### src/rtl/nonce_uart_tx.sv
// nonce_uart_tx
//   Transmit side of the miner's host serial link. Golden nonces from the
//   hashing core are queued in a small FIFO and each one is sent as four
//   UART bytes on txd, low byte first (8N1). The bridge's tx_hold input
//   holds off the start of a new byte. A byte that has started always
//   completes.
//
//   Optional feature: define NONCE_TX_PARITY_EN to add an even-parity bit
//   after the data bits (8E1, 11-bit frames). Without it, frames are 8N1.
//
// Ports
//   clk          system clock
//   rst          asynchronous reset, active-high
//   nonce_valid  nonce present on `nonce` this cycle
//   nonce        32-bit golden nonce
//   nonce_ready  FIFO not full; push = nonce_valid & nonce_ready
//   tx_hold      asynchronous flow control (1 = do not start a new byte)
//   txd          serial line, idles high
//   busy         FIFO non-empty or frame in progress
//   overflow     1-clk pulse when a nonce is dropped (valid while not ready)
//   drop_cnt     saturating count of dropped nonces
module nonce_uart_tx #(
  parameter int unsigned CLK_HZ     = 50000000,
  parameter int unsigned BAUD       = 115200,
  parameter int unsigned FIFO_DEPTH = 4
) (
  input  logic        clk,
  input  logic        rst,
  input  logic        nonce_valid,
  input  logic [31:0] nonce,
  output logic        nonce_ready,
  input  logic        tx_hold,
  output logic        txd,
  output logic        busy,
  output logic        overflow,
  output logic [7:0]  drop_cnt
);

  localparam int unsigned DIV = (CLK_HZ + BAUD / 2) / BAUD;
  localparam int unsigned CW  = (DIV > 1) ? $clog2(DIV) : 1;
  localparam int unsigned AW  = $clog2(FIFO_DEPTH);
  localparam logic [CW-1:0] CNT_LAST  = CW'(DIV - 1);
  localparam logic [AW:0]   DEPTH_CNT = (AW + 1)'(FIFO_DEPTH);

`ifdef NONCE_TX_PARITY_EN
  typedef enum logic [2:0] {IDLE, LOAD, START, DATA, PARITY, STOP} state_t;
`else
  typedef enum logic [2:0] {IDLE, LOAD, START, DATA, STOP} state_t;
`endif

  state_t        state_q, state_d;
  logic [CW-1:0] cnt_q, cnt_d;
  logic [2:0]    bit_idx_q, bit_idx_d;
  logic [1:0]    byte_idx_q, byte_idx_d;
  logic [31:0]   shift_q, shift_d;
  logic          par_q, par_d;
  logic          txd_q, txd_d;

  logic [31:0]   mem_q [FIFO_DEPTH];
  logic [31:0]   mem_d [FIFO_DEPTH];
  logic [AW-1:0] wr_ptr_q, wr_ptr_d;
  logic [AW-1:0] rd_ptr_q, rd_ptr_d;
  logic [AW:0]   count_q, count_d;

  logic          hold_s1_q, hold_s1_d;
  logic          hold_s2_q, hold_s2_d;
  logic          overflow_q, overflow_d;
  logic [7:0]    drop_cnt_q, drop_cnt_d;

  logic          empty;
  logic          full;
  logic          push;
  logic          pop;
  logic          hold_s;
  logic          bit_end;

  assign empty   = (count_q == '0);
  assign full    = (count_q == DEPTH_CNT);
  assign push    = nonce_valid && !full;
  assign hold_s  = hold_s2_q;
  assign bit_end = (cnt_q == CNT_LAST);

  assign nonce_ready = !full;
  assign txd         = txd_q;
  assign busy        = !empty || (state_q != IDLE);
  assign overflow    = overflow_q;
  assign drop_cnt    = drop_cnt_q;

  // FIFO, synchroniser and drop accounting
  always_comb begin
    mem_d     = mem_q;
    wr_ptr_d  = wr_ptr_q;
    rd_ptr_d  = rd_ptr_q;
    hold_s1_d = tx_hold;
    hold_s2_d = hold_s1_q;
    if (push) begin
      mem_d[wr_ptr_q] = nonce;
      wr_ptr_d        = wr_ptr_q + AW'(1);
    end
    if (pop) begin
      rd_ptr_d = rd_ptr_q + AW'(1);
    end
    count_d    = count_q + {{AW{1'b0}}, push} - {{AW{1'b0}}, pop};
    overflow_d = nonce_valid && full;
    drop_cnt_d = drop_cnt_q;
    if (nonce_valid && full && (drop_cnt_q != 8'hFF)) begin
      drop_cnt_d = drop_cnt_q + 8'd1;
    end
  end

  // Transmit FSM. The word is popped on the IDLE->LOAD edge so the slot
  // frees one cycle after the first push. In STOP the counter parks at its
  // last value while held, so the stop-idle wait needs no extra state.
  always_comb begin
    state_d    = state_q;
    cnt_d      = cnt_q;
    bit_idx_d  = bit_idx_q;
    byte_idx_d = byte_idx_q;
    shift_d    = shift_q;
    par_d      = par_q;
    pop        = 1'b0;
    unique case (state_q)
      IDLE: begin
        if (!empty) begin
          pop        = 1'b1;
          shift_d    = mem_q[rd_ptr_q];
          byte_idx_d = '0;
          state_d    = LOAD;
        end
      end
      LOAD: begin
        if (!hold_s) begin
          state_d = START;
          cnt_d   = '0;
          par_d   = 1'b0;
        end
      end
      START: begin
        if (bit_end) begin
          state_d   = DATA;
          cnt_d     = '0;
          bit_idx_d = '0;
        end else begin
          cnt_d = cnt_q + CW'(1);
        end
      end
      DATA: begin
        if (bit_end) begin
          cnt_d   = '0;
          shift_d = {1'b0, shift_q[31:1]};
          par_d   = par_q ^ shift_q[0];
          if (bit_idx_q == 3'd7) begin
`ifdef NONCE_TX_PARITY_EN
            state_d = PARITY;
`else
            state_d = STOP;
`endif
          end else begin
            bit_idx_d = bit_idx_q + 3'd1;
          end
        end else begin
          cnt_d = cnt_q + CW'(1);
        end
      end
`ifdef NONCE_TX_PARITY_EN
      PARITY: begin
        if (bit_end) begin
          state_d = STOP;
          cnt_d   = '0;
        end else begin
          cnt_d = cnt_q + CW'(1);
        end
      end
`endif
      STOP: begin
        if (!bit_end) begin
          cnt_d = cnt_q + CW'(1);
        end else if (byte_idx_q == 2'd3) begin
          state_d = IDLE;
          cnt_d   = '0;
        end else if (!hold_s) begin
          state_d    = START;
          cnt_d      = '0;
          par_d      = 1'b0;
          byte_idx_d = byte_idx_q + 2'd1;
        end
      end
      default: begin
        state_d = IDLE;
        cnt_d   = '0;
      end
    endcase

    // txd is registered from the next state so it changes on the same edge
    // as the state and stays glitch-free.
    unique case (state_d)
      START:   txd_d = 1'b0;
      DATA:    txd_d = shift_d[0];
`ifdef NONCE_TX_PARITY_EN
      PARITY:  txd_d = par_d;
`endif
      default: txd_d = 1'b1;
    endcase
  end

  always_ff @(posedge clk or posedge rst) begin
    if (rst) begin
      state_q    <= IDLE;
      cnt_q      <= '0;
      bit_idx_q  <= '0;
      byte_idx_q <= '0;
      shift_q    <= '0;
      par_q      <= 1'b0;
      txd_q      <= 1'b1;
      wr_ptr_q   <= '0;
      rd_ptr_q   <= '0;
      count_q    <= '0;
      hold_s1_q  <= 1'b0;
      hold_s2_q  <= 1'b0;
      overflow_q <= 1'b0;
      drop_cnt_q <= '0;
      for (int unsigned i = 0; i < FIFO_DEPTH; i++) begin
        mem_q[i] <= '0;
      end
    end else begin
      state_q    <= state_d;
      cnt_q      <= cnt_d;
      bit_idx_q  <= bit_idx_d;
      byte_idx_q <= byte_idx_d;
      shift_q    <= shift_d;
      par_q      <= par_d;
      txd_q      <= txd_d;
      wr_ptr_q   <= wr_ptr_d;
      rd_ptr_q   <= rd_ptr_d;
      count_q    <= count_d;
      hold_s1_q  <= hold_s1_d;
      hold_s2_q  <= hold_s2_d;
      overflow_q <= overflow_d;
      drop_cnt_q <= drop_cnt_d;
      mem_q      <= mem_d;
    end
  end

endmodule

### config.mk
export PLATFORM = sky130hd
export DESIGN_NAME = nonce_uart_tx
export DESIGN_NICKNAME = d
export VERILOG_FILES = /design/src/rtl/nonce_uart_tx.sv
export SDC_FILE = /design/constraint.sdc
export NUM_CORES = 1
export LEC_CHECK = 0
export CORE_MARGIN = 2
export CORE_UTILIZATION = 64
export CTS_CLUSTER_DIAMETER = 30
export DETAILED_ROUTE_END_ITERATION = 8
export PLACE_DENSITY = 0.89
export SLEW_MARGIN = 25
export SYNTH_ARGS = -nofsm -noshare
export SYNTH_HDL_FRONTEND = slang
export SYNTH_SLANG_ARGS = --single-unit
export TNS_END_PERCENT = 30
### constraint.sdc
create_clock -name clk -period 14.9 [get_ports clk]
set_input_delay 1.49 -clock clk [delete_from_list [all_inputs] [get_ports clk]]
set_output_delay 1.49 -clock clk [all_outputs]
set_load 0.01 [all_outputs]
==> impl_results.md, run 1 <==
- Number of synthesized register bits: 196
- Syn Nets: 697
- Met1 Use GR: 0.361
- # diodes: 0
- Fin. Hold Viols: 0
- Avg WL per Cell: 22.0 um
- Fmax: 286 MHz
- Cell Area, Placed: 0.00950 sq mm
- Die Width: 122 um
- EDFF count, synth: 0
- Area delta synth->final: 13.8%
- DRT antenna net count: 0
- Gr usage total: 0.281
- Reg power frac: 0.442
- WP data required: 13.41 ns
- Combinational share of power: 0.317
- Routed vias/inst: 6.31
- Final instance area: 0.0102 sq mm
- Routability cong.: 0.836
- Post-DP HPWL: 11000 um
- Final setup viols: 0
- I/O pins: 48
- Ys flop type: dfrtp_1
- Clk_lat worst skew: 0.44 ns
- First DRT Iteration DRCs: 622
- Max Cap Viol: 0
- Share of layout cells above drive strength 1: 0.249
- Hold buffer count at cts: 0
- Num CTS Buffers: 17
- Mapped cell area: 0.00894 sq mm
- TNS Setup: 0 ns
- Initial core utilization: 0.649
- CORE AREA: 0.0138 sq mm
- Die ar.: 0.0149 sq mm
- RSZ-0062 raised after global routing: no
- Via count: 5550
- Final wirelength: 19300 um
- Antenna violations before repair: 0
- Largest area contributor in the netlist: dfrtp_1
- Synth Instances: 648
- Status: complete, no violations
- Min Tclk post-route: 3.50 ns
- Cell Int Power: 1.44 mW
- H-tree Lvls: 4
- CTS Root Cell: clkbuf_16
- CP Data Arrival Time: 2.01 ns
- GRT overflow: 0
- Final nets: 735
- Postcts setup bufs: 0
- Post-CTS sizing: 0
- Clock tree from TritonCTS: yes
- Netlist cell types: 57
- Die Y: 122 um
- Hold_sp: hold_s1_q$_DFF_PP0_
- First-pass GRT wire length: 31500 um
- GRT met2 Usage: 0.469
- CP startpoint: state_q[2]$_DFF_PP0_
- Clk slew on worst S/H paths: 0.07 ns
- Vias in the first global route: 6064
- Worst min path class: flip-flop to flip-flop
- Ys async rst share: 1.00
- Sw Ratio: 0.309
- Peak supply drop: 0.118 mV
- Relative slew margins: 0.334
- CTS sink cnt: 196
- Clock skew: 0.00924 ns
- Ys Warns: 0
- PD cells: 205 mW/mm^2
- CP Launch Type: flip-flop
- Slew Viols, Final: 0
- CP Capture Type: output pin
- Post-synth top area share: 0.546
- Measured slew at the worst slew-check pin: 0.996 ns
- Pleak: 4.34 nW
- Power share of the clock group: 0.241
- Worst-path fanout max: 15
- DRT Pass-1 Iters: 4
- Post-synthesis sequential area ratio: 0.549
- Worst flop-to-flop path startpoint: cnt_q[3]$_DFFE_PP0N_
- Residual DRC: 0
- Syn_area_per_cell: 13.8 sq um
- Largest net degree at the start of global routing: 111
- GR peak layer: met2
- Clock buffer depth: 2
- Fin crit share: 0.235
- Critical path type: flip-flop to output pin
- Top area cells in the synthesized netlist: dfrtp_1, mux2_2, mux4_2, mux2_1, a22oi_1
- Port Buffers: 47
- GR Layer Usage met3: 0.0646
- Psw: 0.645 mW
- Cell Rows: 43
-- stage by stage --
step,util,setup slack (ns),power (mW),hold slack [ns],cells
finish,0.739,11.40,2.09,0.372,879
global route,0.739,11.33,2.19,0.381,879
CTS,0.738,11.39,2.09,0.369,878
detailed placement,0.690,11.11,1.57,0.340,846
global placement,0.690,11.22,1.51,0.346,846
floorplan,-,8.07,1.41,0.331,648
-- metal layers --
layer | wire (um) | share of wire | vias up
met1 | 8040 | 0.42 | 2916
li1 | - | - | 2433
met5 | 0 | 0 | -
met3 | 712 | 0.037 | 47
met4 | 459 | 0.024 | 0
met2 | 10100 | 0.52 | 154
-- cells in the mapped netlist, types with 4 or more instances --
cell,instances
dfrtp_1,195
mux2_2,88
inv_1,50
mux2_1,43
o21ai_0,37
a22oi_1,36
mux4_2,32
nand2_1,18
buf_4,12
ha_1,12
clkbuf_1,11
xnor2_1,11
buf_2,10
nand4_1,6
nor2_1,6
a22o_1,5
and2_1,5
nor2b_1,5
a21oi_1,4
and3_1,4
mux2i_1,4
nand2_2,4
-- worst max-delay path: stages (launching register included) --
cell and delay, ns:
dfrtp_1 0.60, nor3_1 0.35, nand2_1 0.11, clkdlybuf4s50_1 0.50
-- logic make-up (layout without fill, tap and decap cells) --
group / Yosys count / count (layout) / synth area share
buffers and inverters: 85 / 136 / 0.0430
AND/OR/NAND/NOR: 78 / 78 / 0.0519
multiplexers: 167 / 167 / 0.250
AO/OA/AOI/OAI: 95 / 95 / 0.0734
XOR/XNOR: 14 / 14 / 0.0137
flip-flops: 196 / 196 / 0.549
adder cells (fa/ha/maj): 13 / 13 / 0.0190
-- placed cells by master, fill, tap and decap left out, types with 3 or more instances in the layout --
cell	Yosys	routed
a21oi_1	4	3
a22o_1	5	5
a22oi_1	36	36
and2_1	5	5
and3_1	4	4
buf_4	12	5
bufinv_16	0	4
clkbuf_16	0	17
clkdlybuf4s50_1	0	47
dfrtp_1	195	194
ha_1	12	12
inv_1	50	49
inv_6	0	5
inv_8	0	3
mux2_1	43	43
mux2_2	88	88
mux2i_1	4	4
mux4_2	32	32
nand2_1	18	18
nand2_2	4	4
nand2b_1	3	3
nand3_1	3	3
nand4_1	6	6
nor2_1	6	6
nor2b_1	5	5
o21ai_0	37	37
xnor2_1	11	11
xor2_1	3	3
-- layout make-up --
class	count	area [sq um]
well taps	180	225
flip-flops and latches	196	4910
multi-input cells	367	3670
fillers	853	3600
repair buffers	54	524
inverters	50	195
clock inverters	13	211
clock buffers	19	443
-- registers in the layout, summed over array words and instances, names as in the netlist, 2 cells and up --
name,cells
mem_q,128
shift_q,32
cnt_q,9
drop_cnt,8
bit_idx_q,3
count_q,3
state_q,3
byte_idx_q,2
rd_ptr_q,2
wr_ptr_q,2
-- worst paths after layout --
kind / endpoint / slack (ns) / cells past startpoint
min: hold_s$_DFF_PP0_ / 0.37 / 0
min in group asynchronous: cnt_q[2]$_DFFE_PP0N_ / 1.57 / 2
min reg2reg: hold_s$_DFF_PP0_ / 0.37 / 0
max reg2reg: shift_q[9]$_DFFE_PP0P_ / 12.27 / 5
max in group asynchronous: mem_q[61]$_DFFE_PP0P_ / 12.07 / 3
max: busy / 11.40 / 3
-- power groups by stage --
| stage | clock, mW | sequential [mW] | combinational (mW) |
|---|---|---|---|
| final | 0.503 | 0.923 | 0.663 |
| after global routing | 0.530 | 0.948 | 0.717 |
| after CTS | 0.507 | 0.919 | 0.668 |
| after detailed placement | 0 | 0.917 | 0.658 |
| after global placement | 0 | 0.889 | 0.620 |
| after floorplan | 0 | 0.866 | 0.540 |
(Power assumes the default switching activity.)
==> run 2: changes to the inputs <==
--- a/config.mk
+++ b/config.mk
@@ -6,10 +6,10 @@
 export NUM_CORES = 1
 export LEC_CHECK = 0
 export CORE_MARGIN = 2
-export CORE_UTILIZATION = 64
+export CORE_UTILIZATION = 54
 export CTS_CLUSTER_DIAMETER = 30
 export DETAILED_ROUTE_END_ITERATION = 8
-export PLACE_DENSITY = 0.89
+export PLACE_DENSITY = 0.81
 export SLEW_MARGIN = 25
 export SYNTH_ARGS = -nofsm -noshare
 export SYNTH_HDL_FRONTEND = slang
==> constraint.sdc (replaced) <==
create_clock -name clk -period 3.05 [get_ports clk]
set_input_delay 0.305 -clock clk [delete_from_list [all_inputs] [get_ports clk]]
set_output_delay 0.305 -clock clk [all_outputs]
set_load 0.01 [all_outputs]
==> run 2 against run 1 <==
Effect of this change: power grew to 4.7 times the previous value; critical path depth is 7 higher; worst hold slack got worse by 0.048 ns; core utilization is 11 points lower; sequential power grew to 4.8 times the previous value; critical path type is now flip-flop to flip-flop; final area up 0.82%; wire length decreased by 7.9%; sequential cell count is the same; global-route usage is 6.2 points lower; combinational power grew to 4.9 times the previous value; clock power increased to 4.3 times the previous value; final cell count increased by 5.5%.
==> impl_results.md, run 2 (same netlist as run 1, synthesis figures left out) <==
- Total power: 9.84 mW
- Routability cong.: 0.808
- Port Buffers: 47
- Min Tclk post-route: 2.52 ns
- # diodes: 0
- Die Width: 133 um
- CP dominant cell by count: inv_1
- Cells along the critical path: or3b_1 > and2_1 > inv_1 > ha_1 > inv_1 > ha_1 > inv_1 > fa_1 > xnor2_1 > xnor2_1
- Post-route insts no fill: 927
- Largest register FFs: 128
- Hold buffer count at cts: 0
- Gr usage total: 0.218
- Via count: 5440
- Reg power frac: 0.451
- First DRT Iteration DRCs: 414
- DRT antenna net count: 0
- Fin. Hold Viols: 0
- CP Launch Type: flip-flop
- Critical path type: flip-flop to flip-flop
- Psw: 3.04 mW
- Area delta synth->final: 14.8%
- Max Cap Viol: 0
- Die Y: 133 um
- Sw Ratio: 0.309
- Post-CTS sizing: 0
- Cell Area, Placed: 0.00968 sq mm
- Largest net degree at the start of global routing: 53
- Pleak: 4.34 nW
- Avg WL per Cell: 19.2 um
- Final instance area: 0.0103 sq mm
- First-pass GRT wire length: 30200 um
- Peak supply drop: 0.489 mV
- CTS Root Cell: clkbuf_16
- WP data required: 3.39 ns
- Post-DP HPWL: 11000 um
- Reg2Reg Setup Slack: 0.53 ns
- Largest stage delay, worst path: 0.47 ns
- Dpl cells: 895
- DRT Pass-1 Iters: 5
- Most frequent cells in the layout: dfrtp_1, mux2_2, inv_1
- Placement Setup Slack: 0.528 ns
- Share of layout cells above drive strength 1: 0.257
- CP Capture Type: flip-flop
- Largest reg by FF count: mem_q
- TNS Setup: 0 ns
- Clock tree from TritonCTS: yes
- Clock skew: 0.00965 ns
- Num CTS Buffers: 17
- Die ar.: 0.0176 sq mm
- Worst min path class: input pin to flip-flop
- Vias in the first global route: 5892
- Initial core utilization: 0.545
- Relative slew margins: 0.439
- Final Worst Setup Slack: 0.529 ns
- Combinational share of power: 0.328
- Postcts setup bufs: 0
- Cell Rows: 47
- Biggest regs: mem_q (128), shift_q (32), cnt_q (9)
- RSZ-0062 raised after global routing: no
- GRT overflow: 0
- H-tree Lvls: 4
- Power share of the clock group: 0.221
- CTS sink cnt: 196
- Cell Int Power: 6.80 mW
- Worst-path fanout max: 8
- Final nets: 743
- Fin crit share: 0.827
- Clock buffer depth: 2
- Fmax: 397 MHz
- Final wirelength: 17800 um
- Clk slew on worst S/H paths: 0.08 ns
- Status: complete, no violations
- CORE AREA: 0.0164 sq mm
- Routed vias/inst: 5.87
- Antenna violations before repair: 0
- I/O pins: 48
- Commonest non-fill, non-tap cell in the layout: dfrtp_1
- PD cells: 959 mW/mm^2
- Clk_lat worst skew: 0.43 ns
- Residual DRC: 0
- Slew Viols, Final: 0
- Slowest stage cell, crit path: dfrtp_1
- Final setup viols: 0
- Measured slew at the worst slew-check pin: 0.840 ns
- CP Data Arrival Time: 2.86 ns
## run 2: changes by cell type in the layout (fill, tap and decap cells not counted), moves of 3 or more
cell / change
buf_12: +5
buf_4: +5
bufinv_16: -3
clkinv_4: +3
clkinvlp_4: +4
inv_8: -3
## run 2: worst paths after layout
path	from	end	cells after the start
min in group asynchronous	rst	mem_q[5]$_DFFE_PP0P_	2
worst min register to register	hold_s1_q$_DFF_PP0_	hold_s$_DFF_PP0_	0
worst min-delay path	tx_hold	hold_s1_q$_DFF_PP0_	1
worst max-delay path	count_q[1]$_DFF_PP0_	count_q[2]$_DFF_PP0_	10
max in group asynchronous	rst	mem_q[83]$_DFFE_PP0P_	3
worst max register to register	count_q[1]$_DFF_PP0_	count_q[2]$_DFF_PP0_	10
## run 2: power by group through the flow
stage / Combinational [mW] / Clock (mW) / Sequential, mW
2_1_floorplan: 2.64 / 0 / 4.23
3_3_place_gp: 3.11 / 0 / 4.34
3_5_place_dp: 3.27 / 0 / 4.47
4_1_cts: 3.29 / 2.22 / 4.44
5_1_grt: 3.53 / 2.33 / 4.58
6_report: 3.23 / 2.18 / 4.43
## run 2: stage by stage
| step | utilization | hold WS, ns |
|---|---|---|
| floorplan | - | 0.331 |
| global placement | 0.590 | 0.344 |
| detailed placement | 0.590 | 0.340 |
| CTS | 0.625 | 0.316 |
| global route | 0.625 | 0.324 |
| finish | 0.625 | 0.323 |
## run 2: worst max-delay path, delay by kind of cell (launching register included)
family / cells / cell delay [ns]
flip-flops: 1 / 0.47
XOR/XNOR: 2 / 0.36
buffers and inverters: 3 / 0.20
AND/OR/NAND/NOR: 2 / 0.66
adder cells (fa/ha/maj): 3 / 0.73
## run 2: layout make-up
type | instances | area, sq um
clock buffer | 18 | 429
clock inverter | 14 | 148
fill | 1190 | 6150
inverter | 50 | 191
multi-input combinational | 367 | 3660
sequential | 196 | 4910
tap | 220 | 275
timing repair buffer | 62 | 646
## run 2: layer usage
layer / global-route usage / part of all wire / up-vias
met3: 0.0391 / 0.033 / 27
met1: 0.289 / 0.43 / 2858
met5: 0 / 0 / -
li1: - / - / 2444
met4: 0.0812 / 0.019 / 0
met2: 0.365 / 0.51 / 111
==> run 3: changes to the inputs <==
==> constraint.sdc (replaced) <==
create_clock -name clk -period 2.2 [get_ports clk]
set_input_delay 0.22 -clock clk [delete_from_list [all_inputs] [get_ports clk]]
set_output_delay 0.22 -clock clk [all_outputs]
set_load 0.01 [all_outputs]
==> run 3 against run 2 <==
Effect of this change: register-to-register slack got worse by 0.52 ns; power increased by 43%; non-clock buffer count rose by 21; critical endpoint unchanged; worst setup slack worse by 0.52 ns; final area grew 2.6%; critical path type unchanged.
==> impl_results.md, run 3 (same netlist as run 1, synthesis figures left out) <==
- Largest register FFs: 128
- CTS sink cnt: 196
- CP Launch Type: flip-flop
- Die ar.: 0.0176 sq mm
- Clk_lat worst skew: 0.43 ns
- First-pass GRT wire length: 31300 um
- Final wirelength: 18900 um
- Post-route insts no fill: 948
- Residual DRC: 0
- Clock buffer depth: 2
- I/O pins: 48
- Clock skew: 0.00693 ns
- Measured slew at the worst slew-check pin: 0.588 ns
- Total power: 14.1 mW
- H-tree Lvls: 4
- Critical path type: flip-flop to flip-flop
- Clock tree from TritonCTS: yes
- Largest net degree at the start of global routing: 76
- Slew Viols, Final: 0
- Status: complete, no violations
- First DRT Iteration DRCs: 364
- PD cells: 1340 mW/mm^2
- Cell Rows: 47
- Vias in the first global route: 6148
- Die Y: 133 um
- Min Tclk post-route: 2.20 ns
- Area delta synth->final: 17.8%
- Most frequent cells in the layout: dfrtp_1, mux2_2, inv_1
- Port Buffers: 47
- Pleak: 4.47 nW
- Gr usage total: 0.228
- Antenna violations before repair: 0
- # diodes: 0
- CTS Root Cell: clkbuf_16
- Share of layout cells above drive strength 1: 0.290
- R2R depth: 10
- DRT antenna net count: 0
- Dpl cells: 913
- Peak supply drop: 0.763 mV
- GRT overflow: 0
- Worst min path class: input pin to async pin
- Clk slew on worst S/H paths: 0.07 ns
- Commonest non-fill, non-tap cell in the layout: dfrtp_1
- Routability cong.: 0.843
- CP Capture Type: flip-flop
- Die Width: 133 um
- Hold buffer count at cts: 0
- Largest reg by FF count: mem_q
- Initial core utilization: 0.545
- Routed vias/inst: 5.93
- Final nets: 764
- Biggest regs: mem_q (128), shift_q (32), cnt_q (9)
- Fin. Hold Viols: 0
- Fin Hold WS: 0.0720 ns
- DRT Pass-1 Iters: 5
- CORE AREA: 0.0164 sq mm
- Worst-path fanout max: 2
- Relative slew margins: 0.605
- Fin crit share: 0.998
- Max Cap Viol: 0
- Post-DP HPWL: 11900 um
- Via count: 5617
- Final setup viols: 0
- Fmax: 456 MHz
- Num CTS Buffers: 17
- WP data required: 2.51 ns
- RSZ-0062 raised after global routing: yes
- Avg WL per Cell: 19.9 um
- CP Data Arrival Time: 2.51 ns
[run 3: cell types whose count changed in the layout (fill, tap and decap cells not counted), sizes merged]
cell	previous run	this run
clkbuf	18	22
dlymetal6s2s	0	1
inv	54	52
bufinv	1	2
clkinv	5	2
buf	15	37
clkdlybuf4s50	47	45
[run 3: area by class of cell]
cell class,instances,area (sq um)
Sequential cell,196,4910
Clock inverter,10,121
Clock buffer,22,464
Timing Repair Buffer,83,857
Inverter,50,191
Multi-Input combinational cell,367,3710
Tap cell,220,275
Fill cell,1115,5880
[run 3: path summary, 6_finish.rpt]
check,start,endpoint,slack (ns)
min in group clk,tx_hold,hold_s1_q$_DFF_PP0_,0.24
max in group asynchronous,rst,drop_cnt[5]$_DFFE_PP0P_,1.44
worst min register to register,hold_s1_q$_DFF_PP0_,hold_s$_DFF_PP0_,0.37
worst min-delay path,rst,mem_q[5]$_DFFE_PP0P_,0.07
worst max-delay path,count_q[0]$_DFF_PP0_,count_q[2]$_DFF_PP0_,0.005
worst max register to register,count_q[0]$_DFF_PP0_,count_q[2]$_DFF_PP0_,0.005
[run 3: critical path, cell delays in order, from the launching register on]
cell,delay [ns]
dfrtp_1,0.39
or3b_1,0.40
and2_4,0.16
inv_2,0.06
ha_4,0.19
inv_2,0.06
ha_4,0.13
inv_2,0.04
fa_2,0.36
xnor2_2,0.14
xnor2_1,0.13
[run 3: timing repair]
action                     4_1_cts  5_1_grt
setup endpoints to repair        1        2
setup buffers                    2        1
resized for setup               10        5
pin swaps                        6        5
[run 3: per-stage QoR]
step	setup slack, ns	util	TNS [ns]	area [sq um]
after CTS	-0.00471	0.641	-0.00471	10500
after global placement	0.0479	0.601	0	9870
final	0.00481	0.642	0	10500
after detailed placement	-0.0717	0.601	-0.0717	9870
after global routing	-0.0448	0.642	-0.0448	10500
after floorplan	-0.552	-	-108.19	8940
[run 3: per-layer routing]
layer / up-vias / GRT usage / wire length (um)
met1: 2958 / 0.286 / 8000
met4: 0 / 0.0896 / 375
met2: 127 / 0.396 / 9880
met5: - / 0 / 0
met3: 37 / 0.0387 / 654
li1: 2495 / - / -
[run 3: where the power goes]
part           leakage, nW  switching, mW  total [mW]  internal, mW
clock                0.279           1.34        3.09          1.75
combinational         1.80           2.01        4.89          2.88
sequential            2.40          0.942        6.14          5.19
